$ cat src/rtl/uart_core_param_if.sv
`default_nettype none
// ============================================================================
//  Module      : uart_core_param_if
//  Description : Handshake/serial bundle for uart_core_param. The master side
//                is the SFR FIFO / line side, the slave side is the UART core.
//  Revision    : 1.0 - initial release
// ============================================================================
interface uart_core_param_if #(
    parameter int DATA_BITS = 8
);
    logic [DATA_BITS-1:0] tx_data;
    logic                 tx_valid;
    logic                 tx_ready;
    logic                 tx_busy;
    logic                 txd;
    logic                 rxd;
    logic [DATA_BITS-1:0] rx_data;
    logic                 rx_valid;
    logic                 rx_ready;
    logic                 rx_parity_err;
    logic                 rx_frame_err;
    logic                 rx_overrun;

    modport master (
        output tx_data, tx_valid, rxd, rx_ready,
        input  tx_ready, tx_busy, txd, rx_data, rx_valid,
        input  rx_parity_err, rx_frame_err, rx_overrun
    );

    modport slave (
        input  tx_data, tx_valid, rxd, rx_ready,
        output tx_ready, tx_busy, txd, rx_data, rx_valid,
        output rx_parity_err, rx_frame_err, rx_overrun
    );
endinterface
`default_nettype wire

$ cat src/rtl/uart_core_param.sv
`default_nettype none
// ============================================================================
//  Module      : uart_core_param
//  Description : Parametrised full-duplex UART (data width, parity, stop bits,
//                oversampling) with valid/ready FIFO handshakes, RX false-start
//                rejection and parity/framing/overrun flags.
//                Optional build macro UART_RX_MAJORITY_EN: each RX decision is
//                a 2-of-3 vote over three consecutive oversample ticks.
//  Revision    : 1.0 - initial release
// ============================================================================
module uart_core_param #(
    parameter int CLK_DIV   = 4,
    parameter int OVS       = 16,
    parameter int DATA_BITS = 8,
    parameter int PARITY    = 1,
    parameter int STOP_BITS = 1
) (
    input  wire                clk_uart,
    input  wire                rst_n,
    uart_core_param_if.slave   bus
);
    localparam int DIV_W = (CLK_DIV > 1) ? $clog2(CLK_DIV) : 1;
    localparam int CNT_W = $clog2(STOP_BITS * OVS + 1);
    localparam int IDX_W = $clog2(DATA_BITS);

    localparam logic [DIV_W-1:0] c_DIV_LAST  = DIV_W'(CLK_DIV - 1);
    localparam logic [CNT_W-1:0] c_BIT_LAST  = CNT_W'(OVS - 1);
    localparam logic [CNT_W-1:0] c_STOP_LAST = CNT_W'(STOP_BITS * OVS - 1);
    localparam logic [IDX_W-1:0] c_DATA_LAST = IDX_W'(DATA_BITS - 1);

    typedef enum logic [2:0] {TX_IDLE, TX_START, TX_DATA, TX_PARITY, TX_STOP} tx_state_t;
    typedef enum logic [2:0] {RX_IDLE, RX_START, RX_DATA, RX_PARITY, RX_STOP} rx_state_t;

    logic [DIV_W-1:0]     r_div_cnt;
    logic                 w_tick;
    tx_state_t            r_tx_state, w_tx_next;
    logic [CNT_W-1:0]     r_tx_cnt;
    logic [IDX_W-1:0]     r_tx_idx;
    logic [DATA_BITS-1:0] r_tx_shift;
    logic                 r_tx_par, w_tx_bit_done, w_txd;
    logic                 r_rxd_meta, r_rxd_sync, w_rx_bit, w_rx_sample, w_rx_done;
    rx_state_t            r_rx_state, w_rx_next;
    logic [CNT_W-1:0]     r_rx_cnt;
    logic [IDX_W-1:0]     r_rx_idx;
    logic [DATA_BITS-1:0] r_rx_shift, r_rx_data;
    logic                 r_rx_par, w_par_exp, w_par_err;
    logic                 r_rx_valid, r_rx_perr, r_rx_ferr, r_rx_overrun;

    // Free-running oversample tick divider shared by TX and RX
    always_ff @(posedge clk_uart or negedge rst_n) begin
        if (!rst_n)                     r_div_cnt <= '0;
        else if (r_div_cnt == c_DIV_LAST) r_div_cnt <= '0;
        else                            r_div_cnt <= r_div_cnt + 1'b1;
    end
    assign w_tick = (r_div_cnt == c_DIV_LAST);

    // ---------------------------------------------------------------- TX ----
    assign w_tx_bit_done = w_tick &&
        (r_tx_cnt == ((r_tx_state == TX_STOP) ? c_STOP_LAST : c_BIT_LAST));

    // TX state register
    always_ff @(posedge clk_uart or negedge rst_n) begin
        if (!rst_n) r_tx_state <= TX_IDLE;
        else        r_tx_state <= w_tx_next;
    end

    // TX next-state and serial line level decode
    always_comb begin
        w_tx_next = r_tx_state;
        w_txd     = 1'b1;
        case (r_tx_state)
            TX_IDLE:   if (bus.tx_valid) w_tx_next = TX_START;
            TX_START: begin
                w_txd = 1'b0;
                if (w_tx_bit_done) w_tx_next = TX_DATA;
            end
            TX_DATA: begin
                w_txd = r_tx_shift[0];
                if (w_tx_bit_done && (r_tx_idx == c_DATA_LAST))
                    w_tx_next = (PARITY != 0) ? TX_PARITY : TX_STOP;
            end
            TX_PARITY: begin
                w_txd = r_tx_par;
                if (w_tx_bit_done) w_tx_next = TX_STOP;
            end
            TX_STOP:   if (w_tx_bit_done) w_tx_next = TX_IDLE;
            default:   w_tx_next = TX_IDLE;
        endcase
    end

    // TX datapath: latch word and parity on accept, shift LSB first per bit
    always_ff @(posedge clk_uart or negedge rst_n) begin
        if (!rst_n) begin
            r_tx_cnt   <= '0;
            r_tx_idx   <= '0;
            r_tx_shift <= '0;
            r_tx_par   <= 1'b0;
        end else if (r_tx_state == TX_IDLE) begin
            r_tx_cnt <= '0;
            r_tx_idx <= '0;
            if (bus.tx_valid) begin
                r_tx_shift <= bus.tx_data;
                r_tx_par   <= (PARITY == 2) ? ^bus.tx_data : ~^bus.tx_data;
            end
        end else if (w_tx_bit_done) begin
            r_tx_cnt <= '0;
            if (r_tx_state == TX_DATA) begin
                r_tx_shift <= r_tx_shift >> 1;
                r_tx_idx   <= r_tx_idx + 1'b1;
            end
        end else if (w_tick) begin
            r_tx_cnt <= r_tx_cnt + 1'b1;
        end
    end

    // txd is decoded purely from flops (state, shift[0], parity)
    assign bus.txd      = w_txd;
    assign bus.tx_ready = (r_tx_state == TX_IDLE);
    assign bus.tx_busy  = (r_tx_state != TX_IDLE);

    // ---------------------------------------------------------------- RX ----
    // Two-flop synchroniser for the asynchronous serial input, idles high
    always_ff @(posedge clk_uart or negedge rst_n) begin
        if (!rst_n) begin
            r_rxd_meta <= 1'b1;
            r_rxd_sync <= 1'b1;
        end else begin
            r_rxd_meta <= bus.rxd;
            r_rxd_sync <= r_rxd_meta;
        end
    end

`ifdef UART_RX_MAJORITY_EN
    // Decision lands one tick after mid-bit so the three votes straddle it
    localparam logic [CNT_W-1:0] c_RX_FIRST = CNT_W'(OVS / 2);
    logic [1:0] r_rx_hist;

    // History of the two previous tick samples for the 2-of-3 vote
    always_ff @(posedge clk_uart or negedge rst_n) begin
        if (!rst_n)      r_rx_hist <= 2'b11;
        else if (w_tick) r_rx_hist <= {r_rx_hist[0], r_rxd_sync};
    end
    assign w_rx_bit = (r_rx_hist[1] & r_rx_hist[0]) | (r_rx_hist[1] & r_rxd_sync) |
                      (r_rx_hist[0] & r_rxd_sync);
`else
    localparam logic [CNT_W-1:0] c_RX_FIRST = CNT_W'(OVS / 2 - 1);
    assign w_rx_bit = r_rxd_sync;
`endif

    // After the start decision every later decision is a full bit apart
    assign w_rx_sample = w_tick &&
        (r_rx_cnt == ((r_rx_state == RX_START) ? c_RX_FIRST : c_BIT_LAST));

    // RX state register
    always_ff @(posedge clk_uart or negedge rst_n) begin
        if (!rst_n) r_rx_state <= RX_IDLE;
        else        r_rx_state <= w_rx_next;
    end

    // RX next-state and frame-completion strobe
    always_comb begin
        w_rx_next = r_rx_state;
        w_rx_done = 1'b0;
        case (r_rx_state)
            RX_IDLE:   if (!r_rxd_sync) w_rx_next = RX_START;
            RX_START:  if (w_rx_sample) w_rx_next = w_rx_bit ? RX_IDLE : RX_DATA;
            RX_DATA:
                if (w_rx_sample && (r_rx_idx == c_DATA_LAST))
                    w_rx_next = (PARITY != 0) ? RX_PARITY : RX_STOP;
            RX_PARITY: if (w_rx_sample) w_rx_next = RX_STOP;
            RX_STOP: begin
                if (w_rx_sample) begin
                    w_rx_next = RX_IDLE;
                    w_rx_done = 1'b1;
                end
            end
            default:   w_rx_next = RX_IDLE;
        endcase
    end

    // RX datapath: tick counter, LSB-first shifter and captured parity bit
    always_ff @(posedge clk_uart or negedge rst_n) begin
        if (!rst_n) begin
            r_rx_cnt   <= '0;
            r_rx_idx   <= '0;
            r_rx_shift <= '0;
            r_rx_par   <= 1'b0;
        end else if (r_rx_state == RX_IDLE) begin
            r_rx_cnt <= '0;
            r_rx_idx <= '0;
        end else if (w_rx_sample) begin
            r_rx_cnt <= '0;
            if (r_rx_state == RX_DATA) begin
                r_rx_shift <= {w_rx_bit, r_rx_shift[DATA_BITS-1:1]};
                r_rx_idx   <= r_rx_idx + 1'b1;
            end
            if (r_rx_state == RX_PARITY) r_rx_par <= w_rx_bit;
        end else if (w_tick) begin
            r_rx_cnt <= r_rx_cnt + 1'b1;
        end
    end

    assign w_par_exp = (PARITY == 2) ? ^r_rx_shift : ~^r_rx_shift;
    assign w_par_err = (PARITY != 0) && (r_rx_par != w_par_exp);

    // Output holding register: load on completion unless the held word is unread
    always_ff @(posedge clk_uart or negedge rst_n) begin
        if (!rst_n) begin
            r_rx_data    <= '0;
            r_rx_valid   <= 1'b0;
            r_rx_perr    <= 1'b0;
            r_rx_ferr    <= 1'b0;
            r_rx_overrun <= 1'b0;
        end else begin
            r_rx_overrun <= 1'b0;
            if (w_rx_done) begin
                if (!r_rx_valid || bus.rx_ready) begin
                    r_rx_data  <= r_rx_shift;
                    r_rx_perr  <= w_par_err;
                    r_rx_ferr  <= !w_rx_bit;
                    r_rx_valid <= 1'b1;
                end else begin
                    r_rx_overrun <= 1'b1;
                end
            end else if (r_rx_valid && bus.rx_ready) begin
                r_rx_valid <= 1'b0;
            end
        end
    end

    assign bus.rx_data       = r_rx_data;
    assign bus.rx_valid      = r_rx_valid;
    assign bus.rx_parity_err = r_rx_perr;
    assign bus.rx_frame_err  = r_rx_ferr;
    assign bus.rx_overrun    = r_rx_overrun;
endmodule
`default_nettype wire

$ cat src/flat_wrapper.sv
// flat-port wrapper written by rule: the top's interface ports become plain ports
module uart_core_param_flat 
#(
    parameter int CLK_DIV   = 4,
    parameter int OVS       = 16,
    parameter int DATA_BITS = 8,
    parameter int PARITY    = 1,
    parameter int STOP_BITS = 1
)
  (clk_uart, rst_n, bus_tx_data, bus_tx_valid, bus_rxd, bus_rx_ready, bus_tx_ready, bus_tx_busy, bus_txd, bus_rx_data, bus_rx_valid, bus_rx_parity_err, bus_rx_frame_err, bus_rx_overrun);
  uart_core_param_if #(.DATA_BITS(DATA_BITS)) bus_i ();
  input  wire clk_uart;
  input  wire rst_n;
  input wire logic [$bits(bus_i.tx_data)-1:0] bus_tx_data;
  input wire logic [$bits(bus_i.tx_valid)-1:0] bus_tx_valid;
  input wire logic [$bits(bus_i.rxd)-1:0] bus_rxd;
  input wire logic [$bits(bus_i.rx_ready)-1:0] bus_rx_ready;
  output wire logic [$bits(bus_i.tx_ready)-1:0] bus_tx_ready;
  output wire logic [$bits(bus_i.tx_busy)-1:0] bus_tx_busy;
  output wire logic [$bits(bus_i.txd)-1:0] bus_txd;
  output wire logic [$bits(bus_i.rx_data)-1:0] bus_rx_data;
  output wire logic [$bits(bus_i.rx_valid)-1:0] bus_rx_valid;
  output wire logic [$bits(bus_i.rx_parity_err)-1:0] bus_rx_parity_err;
  output wire logic [$bits(bus_i.rx_frame_err)-1:0] bus_rx_frame_err;
  output wire logic [$bits(bus_i.rx_overrun)-1:0] bus_rx_overrun;
  assign bus_i.tx_data = bus_tx_data;
  assign bus_i.tx_valid = bus_tx_valid;
  assign bus_i.rxd = bus_rxd;
  assign bus_i.rx_ready = bus_rx_ready;
  assign bus_tx_ready = bus_i.tx_ready;
  assign bus_tx_busy = bus_i.tx_busy;
  assign bus_txd = bus_i.txd;
  assign bus_rx_data = bus_i.rx_data;
  assign bus_rx_valid = bus_i.rx_valid;
  assign bus_rx_parity_err = bus_i.rx_parity_err;
  assign bus_rx_frame_err = bus_i.rx_frame_err;
  assign bus_rx_overrun = bus_i.rx_overrun;
  uart_core_param #(.CLK_DIV(CLK_DIV), .OVS(OVS), .DATA_BITS(DATA_BITS), .PARITY(PARITY), .STOP_BITS(STOP_BITS)) u_core (.clk_uart(clk_uart), .rst_n(rst_n), .bus(bus_i));
endmodule
$ cat config.mk
export PLATFORM = sky130hd
export DESIGN_NAME = uart_core_param_flat
export DESIGN_NICKNAME = d
export VERILOG_FILES = /design/src/rtl/uart_core_param_if.sv /design/src/rtl/uart_core_param.sv /design/src/flat_wrapper.sv
export SDC_FILE = /design/constraint.sdc
export NUM_CORES = 1
export LEC_CHECK = 0
export ABC_AREA = 1
export BUFFER_PORTS_ARGS = -buffer_cell sky130_fd_sc_hd__buf_2
export CORE_MARGIN = 2
export CORE_UTILIZATION = 29
export CTS_BUF_LIST = sky130_fd_sc_hd__clkbuf_2
export DETAILED_ROUTE_END_ITERATION = 6
export SYNTH_ARGS = -nofsm -noshare
export SYNTH_HDL_FRONTEND = slang
export SYNTH_SLANG_ARGS = --single-unit
$ cat constraint.sdc
create_clock -name clk_uart -period 2.2 [get_ports clk_uart]
set_clock_uncertainty 0.05 [all_clocks]
set_input_delay 0.33 -clock clk_uart [delete_from_list [all_inputs] [get_ports clk_uart]]
set_output_delay 0.33 -clock clk_uart [all_outputs]
set_load 0.03 [all_outputs]
=== After elaboration in Yosys (flattened, before gate mapping) ===
Cells that the tools add are included.

* Output and inout bits: 15
* Input port bits: 13
* Memories: 0
* Register bits after elaboration: 56
* RAM bits: 0
* Bits in latches: 0
* Logic and storage cells: 118
* Memory bits (read-only): 0

* Magnitude comparators: 0
* Divide/modulo/power cells: 0
* Equality and inequality tests: 25
* $mul: 0
* Bitwise operators: 1
* Shifts and indexed selects: 0
* Reduce and logical (&&, ||, !) cells: 30
* $add $sub $neg: 5
* Mux-type cells: 39

{| class="wikitable"
|+ Operators with widths
! kind !! count
|-
| $mux W3 || 16
|-
| $mux W8 || 4
|-
| $mux W5 || 6
|-
| $pmux W3 S5 || 2
|-
| $ne A2 B1 Y1 const B || 8
|-
| $reduce_xnor A8 Y1 || 2
|-
| $eq A3 B2 Y1 const B || 4
|-
| $eq A3 B3 Y1 const B || 4
|-
| $add A5 B1 Y5 const B || 2
|-
| $reduce_and A2 Y1 || 5
|-
| $reduce_and A5 Y1 || 2
|-
| $reduce_bool A2 Y1 || 5
|-
| $reduce_and A3 Y1 || 3
|-
| $reduce_bool A3 Y1 || 3
|-
| $mux W1 || 7
|-
| $add A3 B1 Y3 const B || 2
|-
| $eq A3 B1 Y1 const B || 2
|-
| $logic_not A3 Y1 || 2
|-
| $ne A2 B2 Y1 const B || 3
|-
| $eq A5 B4 Y1 const B || 1
|-
| $eq A5 B5 Y1 || 1
|-
| $logic_and A1 B1 Y1 || 5
|-
| $mux W2 || 2
|-
| $mux W4 || 1
|-
| 7 further kinds || 8
|}

=== Longest topological paths before layout ===
* Depth after elaboration: 8
* Gate-level depth with buffers: 10
* Gate-level depth less buffers: 10

=== Least setup slack after synthesis ===
OpenSTA, ideal clock, no wires.

* Path type: reg-to-reg
* Start point: register u_core.r_rx_cnt[0]
* End point: register u_core.r_rx_perr (netlist: u_core.bus.rx_parity_err)
* Required time: 2.033 ns
* Buffers on the path: 1
* Arrival: 1.401 ns
* Setup slack: 0.632 ns
* Stages on the path, launching flop included: 10
* Library setup time: 0.117 ns
* Clock period less this slack: 1.568 ns
* Cells stage by stage: dfrtp_1 > ha_1 > nand3_1 > nor2_2 > nand3_2 > inv_4 > nand3_4 > buf_6 > nand2_1 > nand2_1

* Longest elaborated chain between the ends: 5

{| class="wikitable"
|+ Ends and longest elaborated chain
! item !! line !! RTL
|-
| start, declared || uart_core_param.sv:43 || <nowiki>logic [CNT_W-1:0] r_rx_cnt;</nowiki>
|-
| start signal, assigned || uart_core_param.sv:199 || <nowiki>r_rx_cnt <= r_rx_cnt + 1'b1;</nowiki>
|-
| $eq A5 B5 Y1 || uart_core_param.sv:152 || <nowiki>(r_rx_cnt == ((r_rx_state == RX_START) ? c_RX_FIRST : c_BIT_LAST));</nowiki>
|-
| $logic_and A1 B1 Y1 || uart_core_param.sv:151 || <nowiki>assign w_rx_sample = w_tick &&</nowiki>
|-
| $mux W1 || uart_core_param.sv:172 || <nowiki>if (w_rx_sample) begin</nowiki>
|-
| $mux W1 || uart_core_param.sv:164 || <nowiki>case (r_rx_state)</nowiki>
|-
| $reduce_and A2 Y1 (no line) || - ||
|-
| end signal, assigned || uart_core_param.sv:219 || <nowiki>r_rx_perr <= w_par_err;</nowiki>
|-
| end, declared || uart_core_param.sv:47 || <nowiki>logic r_rx_valid, r_rx_perr, r_rx_ferr, r_rx_overrun;</nowiki>
|}

No other way between the ends.
A chain may end at the register's enable or synchronous reset.

=== Final worst setup path ===
* Start point: register u_core.r_tx_state[0]
* End point: output port bus_tx_ready

* Longest elaborated chain between the ends: 1

{| class="wikitable"
|+ Ends and longest elaborated chain
! item !! line !! RTL
|-
| start, declared || uart_core_param.sv:36 || <nowiki>tx_state_t r_tx_state, w_tx_next;</nowiki>
|-
| start signal, assigned || uart_core_param.sv:64 || <nowiki>else r_tx_state <= w_tx_next;</nowiki>
|-
| $logic_not A3 Y1 || uart_core_param.sv:118 || <nowiki>assign bus.tx_ready = (r_tx_state == TX_IDLE);</nowiki>
|-
| end, declared || flat_wrapper.sv:18 || <nowiki>output wire logic [$bits(bus_i.tx_ready)-1:0] bus_tx_ready;</nowiki>
|}

No other way between the ends.

==> summary.txt <==
Run status
  – Run status: finished clean

Finish
  – Most frequent cells in the layout: nand2_1 (120), dfrtp_1 (53), inv_1 (28)
  – Final Instance Area: 3210 µm²
  – Final std cells w/o fill: 507
  – Area grow syn2layout: 12.6%
  – Fillers: 1017
  – Multi-input logic area: 1280 µm²
  – Layout cells sized above 1: 20.6%
  – Sequential cell area: 1410 µm²
  – Antenna cells: 0
  – Commonest non-fill, non-tap cell in the layout: nand2_1
  – Nets: 393

Route
  – DRC viols: 0
  – Initial DRC Count: 70
  – Final antenna-violating net count: 0
  – Routed length per placed instance: 10.2 µm
  – Drt via density: 4.33
  – DRT Wirelength: 5.19 mm
  – First-pass iteration count of the detailed router: 4
  – Via Count: 2195

Global route
  – Total GRT Usage: 10.6%
  – Largest net degree at the start of global routing: 25
  – First-pass GRT wire length: 9.06 mm
  – Vias in the first global route: 2046
  – Initial antenna violation count: 0
  – Grt ovf: 0

Clock network
  – Clock latency on the worst-skew pair: 470 ps
  – CTS buffer count: 5
  – Clock Sinks: 56
  – H-tree depth: 2
  – CTS tree: yes
  – Root Buffer: clkbuf_2
  – Clock tree buffer depth: 2
  – Post-CTS Setup Bufs: 0
  – Clock-pin slew on the worst setup and hold paths: 270 ps

Critical path
  – Delay-heaviest family, CP: buffers and inverters
  – Worst Path Arrival: 1650 ps
  – Worst-path fanout max: 9
  – Worst Setup Path Type: flip-flop to output pin
  – CP max-delay cell: dfrtp_1
  – Critical path cell sequence: inv_1 -> nand2_2 -> nor2_4 -> buf_4 -> buf_2
  – CP required: 1820 ps
  – WP buf/inv: 3
  – Setup crit end kind: output pin
  – Startpoint types: flip-flop
  – CP max stage delay: 460 ps

Floorplan
  – Top-level I/O count: 28
  – Starting Density: 29.6%
  – Die width: 103 µm
  – Core area: 9640 µm²
  – Die ar.: 10600 µm²
  – Chip height: 103 µm
  – Core Rows: 36

Timing
  – RSZ-0062 raised after global routing: false
  – Period utilisation layout: 92.4%
  – Final hold vios: 0
  – Setup TNS: 0 ps
  – Peak Freq: 492 MHz
  – Max-slew headroom: 64.6%
  – Worst Max-Slew Pin Slew: 527 ps
  – Finish-stage setup viols: 0
  – Final hold slack: 48.8 ps
  – Post-layout min period: 2030 ps
  – Pins Over Slew Limit: 0

Pwr
  – Leak: 0.00162 µW
  – Sw Ratio: 30.5%
  – Peak supply drop: 0.223 mV
  – PwrDens: 560 nW/µm²
  – Internal: 1250 µW
  – Sequential power share: 61.3%
  – Combinational share of power: 15.8%
  – Switch Pwr: 547 µW
  – Clk pwr share: 22.9%

Synth
  – Post-synth ARST share: 100%
  – Mapped Area: 2850 µm²
  – Prevailing post-synth register cell: dfrtp_1
  – Synth cell types: 29
  – Seq/Total Area, Yosys: 49.3%
  – Net Count, Synth: 358
  – Gate Count Post-Synth: 338
  – Synth warn: 0
  – Post-synth EDFFs: 0
  – #FFs+latches synth: 56
  – Avg Cell Area, Syn: 8.43 µm²

Placed design
  – Dpl hpwl: 3.94 mm
  – DP Cell Count: 497
  – PortBufs: 27
  – GPL Wtd Cong: 0.891
  – Placed instance area: 3140 µm²

Min path
  – Hold crit path type: primary input to flip-flop

Run
  – MaxCap Viol Count: 0
[tightest hold or removal path, delay by kind of cell]
family / cells / cell delay (ps)
buffers and inverters: 1 / 90
AND/OR/NAND/NOR: 2 / 110
[registers in the layout, summed over array words and instances (netlist names)]
name / count
u_core.bus.rx_data: 8
u_core.bus.rx_frame_err: 1
u_core.bus.rx_overrun: 1
u_core.bus.rx_parity_err: 1
u_core.bus.rx_valid: 1
u_core.r_div_cnt: 2
u_core.r_rx_cnt: 5
u_core.r_rx_idx: 3
u_core.r_rx_par: 1
u_core.r_rx_shift: 8
u_core.r_rx_state: 3
u_core.r_rxd_meta: 1
u_core.r_rxd_sync: 1
u_core.r_tx_cnt: 5
u_core.r_tx_idx: 3
u_core.r_tx_par: 1
u_core.r_tx_shift: 8
u_core.r_tx_state: 3
[stage by stage]
step                      total power (µW)  setup slack (ps)  utilization (%)
final                                 1800               167             33.3
after global routing                  1910              25.4             33.3
after CTS                             1830               112             33.2
after detailed placement              1400               221             32.6
after global placement                1400               286             32.6
after floorplan                       1300               632                -
[what timing repair did]
action,4_1_cts,5_1_grt
endpoints found under the setup margin,0,10
hold buffers,2,0
endpoints found under the hold margin,15,0
gates resized for setup,0,2
[final timing paths]
check | start | to | slack, ps | depth (start not counted)
min in group asynchronous | rst_n | u_core.r_rx_shift[3] | 180 | 2
max in group asynchronous | rst_n | u_core.r_tx_state[1] | 1230 | 3
hold reg to reg | u_core.r_rxd_meta | u_core.r_rxd_sync | 330 | 0
setup / recovery | u_core.r_tx_state[0] | bus_tx_ready | 170 | 5
hold / removal | bus_tx_data[7] | u_core.r_tx_shift[7] | 50 | 3
setup reg to reg | u_core.r_div_cnt[0] | u_core.r_rx_shift[6] | 290 | 8
[logic make-up (layout without fill, tap and decap cells)]
family	count (synthesis)	count (layout)	synth area share (%)
AOI/OAI and AO/OA	38	38	9.13
xor gates and xnor gates	13	13	4.00
adders and majority gates	7	7	3.07
buffers and inverters	37	73	5.93
DFF	56	56	49.3
and+or+nand+nor	187	187	28.6
[Yosys cell counts, types with 4 or more instances]
master	n	area, µm²
a21oi_1	4	20.0
dfrtp_1	54	1350
ha_1	7	87.6
inv_1	28	105
nand2_1	120	450
nand2_2	4	25.0
nand3_1	26	130
nand4_1	4	25.0
nor2_1	20	75.1
nor3_1	4	20.0
o21ai_0	11	55.1
o21ai_1	4	20.0
o21ai_2	18	158
xnor2_1	7	61.3
xor2_1	6	52.6
[area by class of cell]
cell class / instances / share of cell area (%)
clock inverter: 3 / 0.663
multi-input combinational: 245 / 39.9
sequential: 56 / 43.8
tap: 133 / 5.19
clock buffer: 5 / 0.780
timing repair buffer: 34 / 6.01
inverter: 31 / 3.71
[power by group through the flow]
stage | logic (µW) | clock network, µW | registers (µW)
after floorplan | 193 | 0 | 1110
after global placement | 279 | 0 | 1120
after detailed placement | 285 | 0 | 1120
after CTS | 289 | 437 | 1100
after global routing | 337 | 470 | 1110
final | 284 | 411 | 1100
[routing by layer]
metal	GRT usage (%)	wire length (µm)	vias to the layer above
met2	17.0	2430	19
met5	0	0	-
met3	1.63	113	6
met1	14.5	2560	1018
li1	-	-	1152
met4	3.95	84	0
Power figures use the tool's default switching activity.
